--- src/rtl/cpu_mem_pkg.sv ---
// Shared types for the CPU-to-memory bridge: FSM state encoding and the reset instruction.
// Latency: none (declarations only). Backpressure: not applicable.
// Also holds a small helper that decodes whether the CPU is asking for a data access.
package cpu_mem_pkg;

    typedef enum logic [1:0] {
        IDLE  = 2'd0,
        DATA  = 2'd1,
        FETCH = 2'd2,
        DONE  = 2'd3
    } state_t;

    localparam logic [31:0] NOP_INSTR = 32'h0000_0013;
    localparam int          TIMER_W   = 8;

    function automatic logic is_data_req(input logic rd, input logic [3:0] we);
        return rd || (we != 4'b0000);
    endfunction

endpackage

--- src/rtl/bus_timer.sv ---
// Wait-cycle counter for an outstanding memory request; expired flags the last allowed cycle.
// Latency: expired is combinational from the current count and tick.
// Backpressure: none; clear has priority over tick.
module bus_timer
    import cpu_mem_pkg::*;
#(
    parameter int TIMEOUT = 255
) (
    input  logic clk,
    input  logic rst,
    input  logic clear,
    input  logic tick,
    output logic expired
);

    logic [TIMER_W-1:0] count;

    always_ff @(posedge clk) begin
        if (rst || clear) begin
            count <= '0;
        end else if (tick) begin
            count <= count + 1'b1;
        end
    end

    // Fires on the TIMEOUT-th consecutive unacknowledged cycle.
    assign expired = tick && (count == TIMER_W'(TIMEOUT - 1));

endmodule

--- src/rtl/cpu_mem_bridge.sv ---
// Arbitrates CPU fetch/load/store onto one memory port, data first then a pending fetch.
// Latency: 2 cycles request->DONE with immediate ack, 3 for data+fetch; DONE lasts one cycle.
// Backpressure: cpu_stall holds the CPU; mem_req held until mem_ack or TIMEOUT abort. Optional MISALIGN_CHK_EN.
module cpu_mem_bridge
    import cpu_mem_pkg::*;
#(
    parameter int MEM_AW  = 16,
    parameter int TIMEOUT = 255
) (
    input  logic              clk,
    input  logic              rst,
    input  logic              instr_read,
    input  logic [31:0]       instr_addr,
    input  logic              data_read,
    input  logic [3:0]        data_write,
    input  logic [31:0]       data_addr,
    input  logic [31:0]       data_in,
    output logic [31:0]       instr_out,
    output logic [31:0]       data_out,
    output logic              cpu_stall,
    output logic              bus_err,
    output logic              mem_req,
    output logic [3:0]        mem_we,
    output logic [MEM_AW-1:0] mem_addr,
    output logic [31:0]       mem_wdata,
    input  logic [31:0]       mem_rdata,
    input  logic              mem_ack
);

    state_t state, state_nxt;

    logic              pend_fetch;
    logic              misalign_q;
    logic [3:0]        data_we_q;
    logic [MEM_AW-1:0] data_addr_q;
    logic [MEM_AW-1:0] fetch_addr_q;
    logic [31:0]       wdata_q;

    logic data_req;
    logic any_req;
    logic misalign_now;
    logic accept;
    logic timer_clr;
    logic timer_exp;
    logic data_done;
    logic fetch_done;
    logic unused_addr_bits;

    assign data_req = is_data_req(data_read, data_write);
    assign any_req  = data_req || instr_read;
    assign accept   = (state == IDLE) && any_req;

`ifdef MISALIGN_CHK_EN
    assign misalign_now = data_req && (data_write == 4'b1111) && (data_addr[1:0] != 2'b00);
`else
    assign misalign_now = 1'b0;
`endif

    assign unused_addr_bits = ^{instr_addr[31:MEM_AW+2], instr_addr[1:0],
                                data_addr[31:MEM_AW+2], data_addr[1:0]};

    // A misaligned full-word store never reaches the memory port.
    assign mem_req   = ((state == DATA) && !misalign_q) || (state == FETCH);
    assign mem_wdata = wdata_q;

    bus_timer #(
        .TIMEOUT (TIMEOUT)
    ) u_timer (
        .clk     (clk),
        .rst     (rst),
        .clear   (timer_clr),
        .tick    (mem_req && !mem_ack),
        .expired (timer_exp)
    );

    always_comb begin
        state_nxt  = state;
        timer_clr  = 1'b0;
        data_done  = 1'b0;
        fetch_done = 1'b0;
        cpu_stall  = 1'b0;
        mem_we     = 4'b0000;
        mem_addr   = data_addr_q;
        case (state)
            IDLE: begin
                cpu_stall = any_req;
                if (data_req) begin
                    state_nxt = DATA;
                    timer_clr = 1'b1;
                end else if (instr_read) begin
                    state_nxt = FETCH;
                    timer_clr = 1'b1;
                end
            end
            DATA: begin
                cpu_stall = 1'b1;
                mem_we    = misalign_q ? 4'b0000 : data_we_q;
                mem_addr  = data_addr_q;
                if (misalign_q || mem_ack) begin
                    data_done = mem_ack && !misalign_q;
                    state_nxt = pend_fetch ? FETCH : DONE;
                    timer_clr = pend_fetch;
                end else if (timer_exp) begin
                    state_nxt = DONE;
                end
            end
            FETCH: begin
                cpu_stall = 1'b1;
                mem_addr  = fetch_addr_q;
                if (mem_ack) begin
                    fetch_done = 1'b1;
                    state_nxt  = DONE;
                end else if (timer_exp) begin
                    state_nxt = DONE;
                end
            end
            DONE: begin
                state_nxt = IDLE;
            end
            default: begin
                state_nxt = IDLE;
            end
        endcase
    end

    always_ff @(posedge clk) begin
        if (rst) begin
            state        <= IDLE;
            instr_out    <= NOP_INSTR;
            data_out     <= 32'h0;
            bus_err      <= 1'b0;
            pend_fetch   <= 1'b0;
            misalign_q   <= 1'b0;
            data_we_q    <= 4'b0000;
            data_addr_q  <= '0;
            fetch_addr_q <= '0;
            wdata_q      <= 32'h0;
        end else begin
            state   <= state_nxt;
            bus_err <= 1'b0;
            if (accept) begin
                data_addr_q  <= data_addr[MEM_AW+1:2];
                fetch_addr_q <= instr_addr[MEM_AW+1:2];
                data_we_q    <= data_write;
                wdata_q      <= data_in;
                pend_fetch   <= data_req && instr_read;
                misalign_q   <= misalign_now;
                bus_err      <= misalign_now;
            end
            if (data_done && (data_we_q == 4'b0000)) begin
                data_out <= mem_rdata;
            end
            if (fetch_done) begin
                instr_out  <= mem_rdata;
                pend_fetch <= 1'b0;
            end
            // Timeout leaves data_out/instr_out untouched and drops any queued fetch.
            if (timer_exp && (state_nxt == DONE)) begin
                bus_err    <= 1'b1;
                pend_fetch <= 1'b0;
            end
        end
    end

endmodule

--- config.mk ---
export PLATFORM = sky130hd
export DESIGN_NAME = cpu_mem_bridge
export DESIGN_NICKNAME = d
export VERILOG_FILES = /design/src/rtl/cpu_mem_pkg.sv /design/src/rtl/bus_timer.sv /design/src/rtl/cpu_mem_bridge.sv
export SDC_FILE = /design/constraint.sdc
export NUM_CORES = 1
export LEC_CHECK = 0
export ABC_AREA = 1
export CAP_MARGIN = 20
export CORE_MARGIN = 2
export CORE_UTILIZATION = 55
export CTS_CLUSTER_DIAMETER = 100
export DETAILED_ROUTE_END_ITERATION = 12
export DONT_BUFFER_PORTS = 1
export GPL_TIMING_DRIVEN = 0
export HOLD_SLACK_MARGIN = 0.1
export PLACE_DENSITY = 0.68
export RECOVER_POWER = 25
export SLEW_MARGIN = 10
export SYNTH_ARGS = -nofsm -noshare
export SYNTH_HDL_FRONTEND = slang
export SYNTH_SLANG_ARGS = --single-unit
export TNS_END_PERCENT = 5
--- constraint.sdc ---
create_clock -name clk -period 3.9 [get_ports clk]
set_input_delay 0.78 -clock clk [delete_from_list [all_inputs] [get_ports clk]]
set_output_delay 0.78 -clock clk [all_outputs]
set_load 0.02 [all_outputs]
==> out/metrics.yaml, run 1 <==
outcome: "complete, no violations"
ys_warn_count: 0
clock_sink_count: 144
antenna_found_initial: 0
cap_viol_max_count: 0
ys_ff_latch: 144
cts_setup_buffers: 0
fin_ws_ns: 0.6394
clk_pin_slew_ns: 0.06
dp_hpwl_microns: 10200
cts_tree: "built"
skew_ns: 0.006060
stdcell_area_sq_um: 6176
place_congestion: 0.8621
ys_types: 24
hold_path_class: "in -> reg"
syn_area_sq_um: 5450
area_growth_pct: 13.31
m1WireLength_microns: 5403
htree_levels: 4
drt_iter0_markers: 249
ir_drop_v: 0.0002558
vias: 4689
worstSkewPairLatency_ns: 0.52
viasPerCell: 5.233
fin_crit_ns: 3.261
setup.worst_path.class: "reg -> out"
final-hold-violation-count: 0
grt_start_max_net_pins: 17
fp.dieH_microns: 103.5
wl_met3_microns: 1555
fmax_ghz: 0.3067
drc: 0
clockBufferDepth: 2
io_buffers: 0
routed-wl-met2_microns: 6819
io_pins: 256
dpl_cell_area_sq_um: 5617
arrival_ns: 2.48
grt_pass1_wl_microns: 22350
ant_nets: 0
avgSynthCellArea_sq_um: 7.456
syn_inst: 731
routedWlPerCell_microns: 15.61
cp.required_ns: 3.12
routed_wl_microns: 13990
grt_overflow: 0
first_pass_iters: 6
p_leak_nw: 2.559
finalPower_mw: 3.626
worst-path-max-fanout: 10
tns_ns: 0
dp_worst_setup_slack_ns: 1.085
coreArea_sq_um: 9684
row_count: 36
start_util_pct: 56.28
worst_pin_slew_ns: 0.6057
cts_buffers: 17
routed.top_layer: "met4"
hold_buffers: 0
n_antenna_cell: 0
slew_headroom_pct: 59.62
finalMaxSlewViolations: 0
die_x_microns: 103.5
grtUsageTotal_pct: 26.07
post-route-period-util_pct: 83.60
drive_above_1_share_pct: 5.242
root_buffer: "clkbuf_8"
finalSetupViolCount: 0
cts_resized: 0
worst_setup_path_start_kind: "register"
die-area_sq_um: 10720
synth_fp_nets: 874
crit_path_end_kind: "output pin"
rsz0062_at_grt: "no"
powerDensity_nw_per_um2: 587.1
grt_pass1_vias: 4422
nets: 893
synth_seq_area_share_pct: 52.89
-- per-layer routing --
| layer | global-route usage, % | up-vias |
|---|---|---|
| met5 | 0 | - |
| met4 | 8.784 | 0 |
| met3 | 12.71 | 18 |
| met2 | 44.32 | 204 |
| met1 | 28.48 | 2114 |
| li1 | - | 2353 |
-- cell type report --
type / instances / area (sq um)
buffer: 45 / 178.9
clock buffer: 19 / 431.7
clock inverter: 13 / 138.9
fill: 904 / 3508
inverter: 51 / 191.4
multi-input combinational: 491 / 2186
sequential: 144 / 2883
tap: 133 / 166.4
-- state kept, by name, summed over array words and instances (netlist names) --
register	flops
state	2
fetch_addr_q	16
data_addr_q	16
instr_out	32
u_timer.count	8
mem_wdata	32
data_out	32
bus_err	1
data_we_q	4
pend_fetch	1
-- power by group --
part	leakage (nW)	switching, mW	total, mW	internal, mW
registers	1.18	0.148	1.73	1.58
logic	1.10	0.246	0.349	0.103
clock network	0.278	0.622	1.55	0.927
total	2.56	1.02	3.63	2.61
-- critical path: stages, from the launching register on --
cell,delay (ns)
dfxtp_1,0.43
ha_1,0.18
clkbuf_1,0.35
clkinv_1,0.40
clkbuf_1,0.32
nand2_1,0.13
nand2_1,0.15
-- metrics by stage --
step | instances | hold WS (ns) | utilization, %
after floorplan | 731 | 0.4544 | -
after global placement | 864 | 0.4640 | 58.00
after detailed placement | 864 | 0.4709 | 58.00
after CTS | 896 | 0.3086 | 63.89
after global routing | 896 | 0.3172 | 63.77
final | 896 | 0.3300 | 63.77
-- cells in the final DEF (no fill, tap or decap), drive strengths merged --
cell / n
nor2: 209
dfxtp: 144
o21ai: 132
nand2: 83
clkbuf: 60
inv: 50
a21oi: 39
nand3: 13
clkinv: 10
ha: 6
buf: 4
xor2: 2
xnor2: 2
clkinvlp: 2
bufinv: 2
nor4: 1
nor3: 1
o21a: 1
nor3b: 1
or2: 1
-- Yosys cell counts --
library cell  instances  share of area, %
o21a_1                1              0.14
xor2_1                2              0.32
nand3_1              11               1.0
clkbuf_1             37               2.5
nor2_1              209                14
or2_2                 1              0.11
nor3_2                1              0.18
clkinv_1              2              0.14
nor3b_1               1              0.14
buf_6                 1              0.21
inv_1                48               3.3
ha_1                  6               1.4
o21ai_1               4              0.37
dfxtp_1             144                53
o21ai_4               1              0.30
nand3_2               2              0.37
nor4_1                1              0.11
nand2_1              83               5.7
xnor2_1               2              0.32
buf_2                 5              0.46
buf_4                 2              0.28
a21oi_1              39               3.6
inv_2                 1             0.069
o21ai_0             127                12
-- path summary, 6_finish.rpt --
check | slack, ns | depth (start not counted) | end | startpoint
worst max-delay path | 0.64 | 6 | mem_addr[6] | state[1]
worst min-delay path | 0.33 | 1 | state[0] | rst
worst max register to register | 1.78 | 8 | data_addr_q[13] | state[0]
worst min register to register | 0.48 | 2 | fetch_addr_q[15] | fetch_addr_q[15]
-- cell families (layout without fill, tap and decap cells) --
| group | after synthesis | in the layout | share of synthesized area, % |
|---|---|---|---|
| and+or+nand+nor | 309 | 309 | 22.04 |
| AOI/OAI and AO/OA | 172 | 172 | 16.05 |
| DFF | 144 | 144 | 52.89 |
| buffers and inverters | 96 | 128 | 7.002 |
| adders and majority gates | 6 | 6 | 1.377 |
| xor gates and xnor gates | 4 | 4 | 0.6429 |
No activity file was read; power rests on OpenSTA's default activity.
==> run 2, diff against run 1 <==
clock period = 3.4 ns   (was 3.9 ns; I/O delays follow)
==> out/metrics.yaml, run 2 (synthesis results as in run 1) <==
root_buffer: "clkbuf_8"
cap_viol_max_count: 0
worstSkewPairLatency_ns: 0.53
multi_input_area_sq_um: 2186
slew_headroom_pct: 58.46
grt_pass1_vias: 4422
regArea_sq_um: 2883
cp_slowest_stage_delay_ns: 0.38
place_congestion: 0.8621
grt_overflow: 0
clk_pin_slew_ns: 0.06
dp_worst_setup_slack_ns: 0.7854
crit_top_cell: "nand2_1"
die_x_microns: 103.5
clock_sink_count: 144
cts_tree: "built"
place_inst: 864
vias: 4663
ir_drop_v: 0.0002935
htree_levels: 4
worst_setup_path_start_kind: "register"
worst-path-max-fanout: 10
area_growth_pct: 13.50
p_leak_nw: 2.573
ant_nets: 0
row_count: 36
final-hold-violation-count: 0
io_buffers: 0
routed_wl_microns: 13980
grtUsageTotal_pct: 26.07
drc: 0
finalSetupViolCount: 0
viasPerCell: 5.204
fin_util_pct: 63.88
most-common-layout-cells: "209 x nor2_1, 144 x dfxtp_1, 127 x o21ai_0"
grt_pass1_wl_microns: 22350
nFillCells: 901
hold_buffers: 0
start_util_pct: 56.28
r2r_slack_ns: 1.31
nets: 893
worstPathCellList: "inv_1 > ha_1 > buf_2 > clkinv_1 > clkbuf_1 > nand2_1 > nand2_1"
drt_iter0_markers: 253
antenna_found_initial: 0
hold_path_class: "in -> reg"
die-area_sq_um: 10720
crit_slowest_cell: "dfxtp_1"
grt_start_max_net_pins: 17
finalMaxSlewViolations: 0
dp_hpwl_microns: 10200
routedWlPerCell_microns: 15.61
cts_resized: 0
fp.dieH_microns: 103.5
powerDensity_nw_per_um2: 673.4
fin_ws_ns: 0.4455
cts_setup_buffers: 0
clockBufferDepth: 2
final_cells: 896
worst_pin_slew_ns: 0.6231
cp.required_ns: 2.72
arrival_ns: 2.27
coreArea_sq_um: 9684
drive_above_1_share_pct: 5.636
outcome: "complete, no violations"
cts_buffers: 17
fmax_ghz: 0.3385
final_common_cell: "nor2_1"
crit_path_end_kind: "output pin"
tns_ns: 0
setup.worst_path.class: "reg -> out"
post-route-period-util_pct: 86.90
rsz0062_at_grt: "no"
io_pins: 256
n_antenna_cell: 0
first_pass_iters: 6
fin_crit_ns: 2.954
skew_ns: 0.005343
==> run 2: cell count changes in the layout (fill, tap and decap cells not counted), sizes merged <==
| cell | previous run | this run |
|---|---|---|
| clkbuf | 60 | 57 |
| buf | 4 | 7 |
==> run 2: area by class of cell <==
| type | count | share of cell area, % |
|---|---|---|
| sequential | 144 | 46.60 |
| multi-input combinational | 491 | 35.34 |
| clock buffer | 19 | 6.978 |
| inverter | 51 | 3.095 |
| buffer | 45 | 3.054 |
| tap | 133 | 2.690 |
| clock inverter | 13 | 2.245 |
==> run 2: final timing paths <==
path	startpoint	endpoint	cells past startpoint
setup / recovery	state[0]	mem_addr[6]	7
hold / removal	rst	state[0]	1
setup reg to reg	state[1]	data_out[24]	7
hold reg to reg	fetch_addr_q[15]	fetch_addr_q[15]	2
==> run 2: layer usage <==
layer	vias up	track usage (%)	part of all wire, %
li1	2351	-	-
met1	2107	28.48	38
met2	188	44.32	49
met3	17	12.71	11
met4	0	8.784	1.6
met5	-	0	0
==> run 2: worst max-delay path, delay by kind of cell, from the launching register on <==
family	cells	cell delay [ns]
simple gates	2	0.32
fa+ha+maj	1	0.19
flops	1	0.38
buf+inv	4	0.86
==> run 2: where the power goes <==
part / switching, mW / internal, mW
combinational: 0.283 / 0.121
sequential: 0.169 / 1.81
clock: 0.717 / 1.06
==> run 2: through the flow <==
stage          area (sq um)  hold WS, ns  total power, mW
3_3_place_gp           5617       0.4640            2.407
6_report               6186       0.2248            4.166
2_1_floorplan          5450       0.4544            2.315
4_1_cts                6187       0.2086            4.195
5_1_grt                6186       0.2172            4.342
3_5_place_dp           5617       0.4709            2.423
==> run 3, diff against run 2 <==
CORE_MARGIN = default   (was 2)
GPL_TIMING_DRIVEN = default   (was 0)
==> out/metrics.yaml, run 3 (synthesis results as in run 1) <==
drive_above_1_share_pct: 6.474
dp_hpwl_microns: 8478
critPathBufInv: 3
die-area_sq_um: 10310
routed_wl_microns: 12410
powerDensity_nw_per_um2: 699.0
n_antenna_cell: 0
drc: 0
htree_levels: 4
area_growth_pct: 12.21
tns_ns: 0
cp.required_ns: 2.72
p_sw_share_pct: 27.35
finalMaxSlewViolations: 0
fmax_ghz: 0.3500
min_delay_worst_endpoint: "state[0]"
p_clk_share_pct: 44.8
root_buffer: "clkbuf_8"
nFillCells: 848
grt_pass1_vias: 4130
power.share.sequential_pct: 46.3
clock_sink_count: 144
path_delay_family: "buffers and inverters"
reg2reg_depth: 9
fin_crit_ns: 2.857
cts_buffers: 17
grt_start_max_net_pins: 71
worstSkewPairLatency_ns: 0.51
dp_worst_setup_slack_ns: 0.8328
place_congestion: 0.7785
ir_drop_v: 0.0003342
most-common-layout-cells: "209 x nor2_1, 144 x dfxtp_1, 127 x o21ai_0"
fp.dieH_microns: 101.5
worst_setup_path_start_kind: "register"
hold_path_class: "in -> reg"
cp_slowest_stage_delay_ns: 0.48
coreArea_sq_um: 9415
hold_buffers: 0
hold_depth: 1
io_buffers: 0
io_pins: 256
crit_path_end_kind: "output pin"
finalSetupViolCount: 0
first_pass_iters: 4
start_util_pct: 57.89
fin_ws_ns: 0.5425
drt_iter0_markers: 122
cts_setup_buffers: 0
antenna_found_initial: 0
min_from: "rst"
worst_pin_slew_ns: 1.015
skew_ns: 0.01289
rsz0062_at_grt: "no"
p_sw_mw: 1.169
grt_overflow: 0
crit_top_cell: "nand2_1"
outcome: "complete, no violations"
worstPathCellList: "inv_1 > ha_1 > buf_4 > clkinv_1 > nand2_1 > nand2_1"
p_leak_nw: 2.554
vias: 4510
multi_input_area_sq_um: 2191
cts_tree: "built"
grtUsageTotal_pct: 23.17
clockBufferDepth: 2
worst-path-max-fanout: 18
r2r_slack_ns: 1.33
setup.worst_path.class: "reg -> out"
arrival_ns: 2.18
nets: 856
comb_power_share_pct: 8.9
die_x_microns: 101.5
row_count: 35
p_int_mw: 3.106
fin_util_pct: 64.96
final_common_cell: "nor2_1"
cts_resized: 0
clk_pin_slew_ns: 0.06
viasPerCell: 5.275
regArea_sq_um: 2883
grt_pass1_wl_microns: 18600
cap_viol_max_count: 0
slew_headroom_pct: 32.26
ant_nets: 0
crit_slowest_cell: "clkinv_1"
routedWlPerCell_microns: 14.52
final-hold-violation-count: 0
r2r-end: "bus_err"
r2r_start: "state[0]"
post-route-period-util_pct: 84.04
==> run 3: final cells by class <==
cell class / count / area share, %
Clock buffer: 20 / 7.283
Sequential cell: 144 / 47.14
Clock inverter: 12 / 2.803
Tap cell: 129 / 2.639
Timing Repair Buffer: 8 / 1.187
Multi-Input combinational cell: 491 / 35.82
Inverter: 51 / 3.130
==> run 3: worst reg2reg max path, cell delays in order, from the launching register on <==
cell	delay, ns
dfxtp_1	0.34
inv_1	0.11
ha_1	0.15
buf_4	0.23
clkinv_1	0.48
nand2_1	0.22
nand3_1	0.11
a21oi_1	0.19
inv_1	0.06
nor2_1	0.13
==> run 3: worst max path at each step <==
stage | from | to | slack [ns] | depth (start not counted)
floorplan | data_write[1] | cpu_stall | 1.15 | 5
global placement | data_write[1] | data_we_q[2] | 0.83 | 6
detailed placement | data_write[1] | data_we_q[2] | 0.83 | 6
CTS | state[0] | mem_addr[14] | 0.52 | 6
global route | state[0] | mem_addr[12] | 0.32 | 6
finish | state[0] | mem_addr[14] | 0.54 | 6
==> run 3: through the flow <==
stage / instances / hold WS (ns) / instance area [sq um] / power (mW)
after CTS: 854 / 0.2313 / 6096 / 4.302
after global placement: 822 / 0.4638 / 5479 / 2.376
after global routing: 855 / 0.2304 / 6116 / 4.448
after detailed placement: 822 / 0.4710 / 5479 / 2.394
final: 855 / 0.2554 / 6116 / 4.275
after floorplan: 731 / 0.4544 / 5450 / 2.315
==> run 3: metal layers <==
layer | vias to the layer above | track usage, % | routed length (microns)
met2 | 172 | 41.48 | 6097
met4 | 0 | 8.696 | 197
met1 | 2038 | 23.45 | 4711
met5 | - | 0 | 0
met3 | 18 | 10.70 | 1407
li1 | 2282 | - | -
==> run 3: power groups by stage <==
stage	Sequential [mW]	Combinational, mW	Clock (mW)
2_1_floorplan	1.99	0.323	0
3_3_place_gp	2.01	0.364	0
3_5_place_dp	2.02	0.379	0
4_1_cts	1.98	0.380	1.94
5_1_grt	1.99	0.437	2.02
6_report	1.98	0.381	1.91
